===== src/rtl/sm83_reg_pc_in.sv =====
// SM83 program counter load side: incrementer, two-byte operand staging, 16-bit load and RST/IRQ vectors.
// Optional halt-bug increment suppression is enabled by defining SM83_PC_HALT_BUG_EN.
module sm83_reg_pc_in #(
  parameter logic [15:0] RESET_PC = 16'h0000
) (
  input  logic        clk,
  input  logic        reset,
  input  logic        inc,
  input  logic [7:0]  db_in,
  input  logic        db_lo_wr,
  input  logic        db_hi_wr,
  input  logic        commit,
  input  logic [15:0] abus_in,
  input  logic        abus_ld,
  input  logic [2:0]  vec_sel,
  input  logic        rst_ld,
  input  logic        irq_ld,
  input  logic        halt_bug,
  output logic [15:0] pc,
  output logic [1:0]  stage_state,
  output logic        seq_err,
  output logic        hb_armed
);

  typedef enum logic [1:0] {
    ST_IDLE = 2'd0,
    ST_LO   = 2'd1,
    ST_HI   = 2'd2,
    ST_FULL = 2'd3
  } stage_t;

  stage_t      state;
  stage_t      wr_state;
  logic [7:0]  stg_lo;
  logic [7:0]  stg_hi;
  logic [15:0] vec_off;
  logic        any_wr;
  logic        hb_suppress;

  assign any_wr      = db_lo_wr | db_hi_wr;
  assign vec_off     = {10'd0, vec_sel, 3'b000};
  assign stage_state = state;

`ifdef SM83_PC_HALT_BUG_EN
  // A same-cycle halt_bug re-arms instead of consuming the pending suppression.
  assign hb_suppress = hb_armed & ~halt_bug;
`else
  logic unused_halt_bug;
  assign unused_halt_bug = halt_bug;
  assign hb_suppress     = 1'b0;
`endif

  // Staging state after byte writes when nothing outranks them.
  always_comb begin
    wr_state = state;
    unique case (state)
      ST_IDLE: begin
        if (db_lo_wr && db_hi_wr) wr_state = ST_FULL;
        else if (db_lo_wr)        wr_state = ST_LO;
        else if (db_hi_wr)        wr_state = ST_HI;
      end
      ST_LO:   if (db_hi_wr) wr_state = ST_FULL;
      ST_HI:   if (db_lo_wr) wr_state = ST_FULL;
      ST_FULL: wr_state = ST_FULL;
      default: wr_state = ST_IDLE;
    endcase
  end

  always_ff @(posedge clk) begin
    if (reset) begin
      pc       <= RESET_PC;
      state    <= ST_IDLE;
      stg_lo   <= 8'h00;
      stg_hi   <= 8'h00;
      seq_err  <= 1'b0;
      hb_armed <= 1'b0;
    end else begin
      seq_err <= 1'b0;
      if (irq_ld) begin
        pc    <= 16'h0040 + vec_off;
        state <= ST_IDLE;
      end else if (rst_ld) begin
        pc    <= vec_off;
        state <= ST_IDLE;
      end else if (abus_ld) begin
        pc    <= abus_in;
        state <= ST_IDLE;
      end else if (commit) begin
        // Commit always uses pre-edge staging; any same-cycle byte write is dropped.
        if (state == ST_FULL) pc <= {stg_hi, stg_lo};
        seq_err <= (state != ST_FULL) | any_wr;
        state   <= ST_IDLE;
      end else begin
        if (inc && !hb_suppress) pc <= pc + 16'd1;
        if (db_lo_wr) stg_lo <= db_in;
        if (db_hi_wr) stg_hi <= db_in;
        state <= wr_state;
      end

`ifdef SM83_PC_HALT_BUG_EN
      if (halt_bug)                             hb_armed <= 1'b1;
      else if (irq_ld | rst_ld | abus_ld | commit) hb_armed <= 1'b0;
      else if (inc)                             hb_armed <= 1'b0;
`else
      hb_armed <= 1'b0;
`endif
    end
  end

endmodule


===== config.mk =====
export PLATFORM = sky130hd
export DESIGN_NAME = sm83_reg_pc_in
export DESIGN_NICKNAME = d
export VERILOG_FILES = /design/src/rtl/sm83_reg_pc_in.sv
export SDC_FILE = /design/constraint.sdc
export NUM_CORES = 1
export LEC_CHECK = 0
export CAP_MARGIN = 30
export CORE_MARGIN = 1
export CORE_UTILIZATION = 26
export CTS_CLUSTER_SIZE = 24
export DETAILED_ROUTE_END_ITERATION = 8
export DONT_BUFFER_PORTS = 1
export HOLD_SLACK_MARGIN = 0.1
export SYNTH_ARGS = -nofsm -noshare
export SYNTH_HDL_FRONTEND = slang
export SYNTH_SLANG_ARGS = --single-unit

===== constraint.sdc =====
create_clock -name clk -period 2.8 [get_ports clk]
set_clock_uncertainty 0.1 [all_clocks]
set_input_delay 0.42 -clock clk [delete_from_list [all_inputs] [get_ports clk]]
set_output_delay 0.42 -clock clk [all_outputs]
set_load 0.02 [all_outputs]

=== Word-level counts from Yosys, hierarchy flattened ===
Cells that the tools add are included.
Widths: inputs -> output; s select.

* Register bits: 35
* Latch bits: 0
* RAM bits: 0
* Memory bits (read-only): 0
* Input port bits: 37
* Output and inout bits: 20
* Logic and storage cells: 42
* Memories kept: 0

* $add $sub $neg: 2
* Multiply operators: 0
* Div/mod/pow operators: 0
* Magnitude comparators: 0
* Equality and inequality tests: 8
* Shift operators: 0
* Multiplexer cells: 12
* Bitwise operators: 6
* Reductions and logical operators: 9

{| class="wikitable"
|+ Operators by type and width
! cell !! count
|-
| $mux 16 || 6
|-
| $add 16x1->16 const B || 1
|-
| $mux 2 || 5
|-
| $reduce_and 5->1 || 2
|-
| $reduce_or 5->1 || 2
|-
| $add 7x6->8 const A || 1
|-
| $pmux 2 s4 || 1
|-
| $ne 2x2->1 const B || 3
|-
| $ne 5x1->1 const B || 1
|-
| $reduce_bool 5->1 || 1
|-
| $eq 2x2->1 const B || 2
|-
| $ne 4x4->1 const B || 1
|-
| $not 1->1 || 4
|-
| $reduce_and 3->1 || 1
|-
| $eq 2x1->1 const B || 1
|-
| $logic_not 2->1 || 1
|-
| $or 1x1->1 || 2
|-
| $reduce_and 2->1 || 1
|-
| $logic_and 1x1->1 || 1
|}

=== Depth between registers and ports, before layout ===
* Depth in word-level cells: 6
* Depth in mapped cells: 6
* Mapped depth without buffers: 5

=== Worst setup path before layout ===
Ideal clock, no wire load.

* Path kind: register -> register
* From: register pc[0]
* To: register pc[14]
* Library setup time: 0.116 ns
* Arrival time: 1.855 ns
* Required time: 2.584 ns
* Path slack: 0.729 ns
* Stages on the path, launching flop included: 6
* Buffers on the path: 0
* Clock period less this slack: 2.071 ns
* Path through: dfxtp_1 -> ha_1 -> nand3_1 -> or4_1 -> or3_1 -> o211a_1

* Cells in the longest elaborated chain, start to end: 6

{| class="wikitable"
|+ RTL lines
! what !! RTL line !! source
|-
| from (decl) || 19 || <nowiki>output logic [15:0] pc,</nowiki>
|-
| from (signal assigned) || 80 || <nowiki>pc <= 16'h0040 + vec_off;</nowiki>
|-
| from (signal assigned) || 83 || <nowiki>pc <= vec_off;</nowiki>
|-
| from (signal assigned) || 86 || <nowiki>pc <= abus_in;</nowiki>
|-
| $add 16x1->16 || 94 || <nowiki>if (inc && !hb_suppress) pc <= pc + 16'd1;</nowiki>
|-
| $mux 16 || 94 ||
|-
| $mux 16 || 88 || <nowiki>end else if (commit) begin</nowiki>
|-
| $mux 16 || 85 || <nowiki>end else if (abus_ld) begin</nowiki>
|-
| $mux 16 || 82 || <nowiki>end else if (rst_ld) begin</nowiki>
|-
| $mux 16 || 79 || <nowiki>if (irq_ld) begin</nowiki>
|}

Every way passes these cells. The select of a mux whose other input is x is not followed.
A chain may end at the register's enable or synchronous reset.

=== Worst setup path in the final report ===
* From: register pc[2]
* To: register pc[15]

The elaborated chain is that of the path after synthesis.

==> results_dict.tcl <==
set metrics [dict create \
    place_hpwl_mm 4.338 \
    drv_cap 0 \
    design_area_um2 2225 \
    avgSynthCellArea_um2 8.172 \
    fmax_ghz 0.4461 \
    cts_tree "done" \
    synth_cell_types 49 \
    area_growth_pct 14.86 \
    grt_pass1_vias 1661 \
    vias_per_cell 5.591 \
    synth_flop_cell "dfxtp_1" \
    status "completed" \
    cp.arrival_ps 2340 \
    firstDrtPassIters 5 \
    start_util_pct 26.85 \
    multi_input_area_um2 1121 \
    overflow 0 \
    dieArea_um2 7799 \
    syn-num-nets 275 \
    yosys_warnings 0 \
    clockBufferDepth 2 \
    cts.sinks 35 \
    drtIter0Drc 151 \
    antenna_found_initial 0 \
    fin_crit_ps 2242 \
    finalCritPeriodShare_pct 80.05 \
    post-synth-top-count-cell "dfxtp_1" \
    grt_first_pass_wirelength_mm 9.225 \
    drv_slew 0 \
    drive_above_1_share_pct 10.37 \
    setup_viol 0 \
    io_buffers 0 \
    min_path_type "primary input to flip-flop" \
    routabilityCongestion 0.7877 \
    finalNonFillerCells 340 \
    track_usage_pct 15.99 \
    grt_max_degree 26 \
    synth_edf_count 0 \
    ant_nets 0 \
    synth_area_um2 1937 \
    max_slew_margin_pct 53.91 \
    clk_latency_ps 300 \
    yosys-top-cells-area "dfxtp_1 36%, mux2i_1 9.8%, nor2_1 5.8%" \
    setup_tns_ps 0 \
    crit_path_start_kind "flip-flop" \
    leakagePower_uw 0.0008765 \
    min_delay_path_depth 1 \
    cts_buffers 5 \
    yosysTopAreaCell "dfxtp_1" \
    path_max_fanout 13 \
    drc 0 \
    critPathRequiredTime_ps 2900 \
    seqCellArea_um2 700.7 \
    die_x_um 88.31 \
    reg2regPathDepth 4 \
    htreeDepth 2 \
    die-height_um 88.31 \
    dp_cells 329 \
    final-hold-violation-count 0 \
    post_dp_cell_area_um2 2058 \
    clk_pin_slew_ps 80 \
    design.core.area_um2 7214 \
    yosysTopAreaCellShare_pct 36.18 \
    async_flop_share_pct 0 \
    row_count 31 \
    yosys-top-cells-count "35 x dfxtp_1, 30 x nor2_1, 19 x mux2i_1" \
    cts_root_buf "clkbuf_8" \
    nets 278 \
    synth_seq_area_share_pct 36.18 \
    ys_ff_latch 35 \
    power.density_cell_area_nw_per_um2 543.8 \
    tightest_slew_ps 691.4 \
    dr_total_vias 1901 \
    post_cts_buffers 0 \
    routed_wl_mm 6.031 \
    worst-setup-path-type "flip-flop to flip-flop" \
    fin_util_pct 30.84 \
    antenna_cells 0 \
    end_kind "flip-flop" \
    io_pins 57 \
    wl_per_cell_um 17.74 \
    rsz0062_at_grt "no" \
    fillerInstances 791 \
    max-vdd-ir-drop_uv 216.9 \
    syn_inst 237 \
]
## final cells by class
cell class                      instances  area share [%]
Clock inverter                          3           3.037
Clock buffer                            5           3.093
Inverter                               12           2.025
Timing Repair Buffer                   12           4.387
Tap cell                               99           5.568
Sequential cell                        35           31.50
Multi-Input combinational cell        174           50.39
## logic make-up after synthesis
logic type	Yosys count	share of synthesized area (%)
AOI/OAI and AO/OA	54	19.51
xor gates and xnor gates	1	0.4523
adders and majority gates	1	0.6459
buffers and inverters	28	5.943
DFF	35	36.18
muxes	19	9.819
other	1	0.1936
and+or+nand+nor	98	27.26
## stage by stage
stage          power, µW  worst slack, ps  hold WS, ps
2_1_floorplan      635.7            729.1        354.2
3_3_place_gp       656.8            608.5        370.5
3_5_place_dp       657.8            611.1        381.6
4_1_cts             1217            586.9        104.9
5_1_grt             1260            370.6        110.4
6_report            1210            558.5        122.4
## registers in the layout (all words and copies together) (netlist names)
register / flops
stg_lo: 8
seq_err: 1
pc: 16
stage_state: 2
stg_hi: 8
## metal layers
layer	up-vias	share of wire, %	track usage [%]
met5	-	0	0
met4	0	2.1	5.718
met1	907	41	20.50
met3	11	12	7.556
li1	893	-	-
met2	90	45	23.36
## worst max-delay path, cell delays in order (launching register included)
cell and delay [ps]:
dfxtp_1 570, nand4_2 370, nor4_1 620, a311oi_1 180, nor4_1 290
## path summary, 6_finish.rpt
check | to | slack, ps | from
setup / recovery | pc[15]$_SDFFE_PP0P_ | 560 | pc[2]$_SDFFE_PP0P_
hold / removal | pc[6]$_SDFFE_PP0P_ | 120 | reset
setup reg to reg | pc[15]$_SDFFE_PP0P_ | 560 | pc[2]$_SDFFE_PP0P_
hold reg to reg | stg_hi[0]$_SDFFE_PP0P_ | 400 | stg_hi[0]$_SDFFE_PP0P_
## cell usage in the layout, fill, tap and decap left out, types with 6 or more instances in the layout
cell type,n
o21ai_0,13
nor2_1,30
nor4_1,6
nand2_1,11
nand3_1,11
dfxtp_1,35
buf_4,9
nor3_1,8
inv_1,11
nor3b_1,6
mux2i_1,19
a21oi_1,9
## where the power goes
group / switching, µW / internal (µW) / total, µW
Clock: 199 / 355 / 554
Sequential: 21.4 / 510 / 531
Combinational: 71.5 / 52.3 / 124
## timing repair
action                    in CTS  in global routing
resized for setup              0                  0
hold buffers                   2                  1
hold endpoints to repair      18                  1
Power figures use the tool's default switching activity.
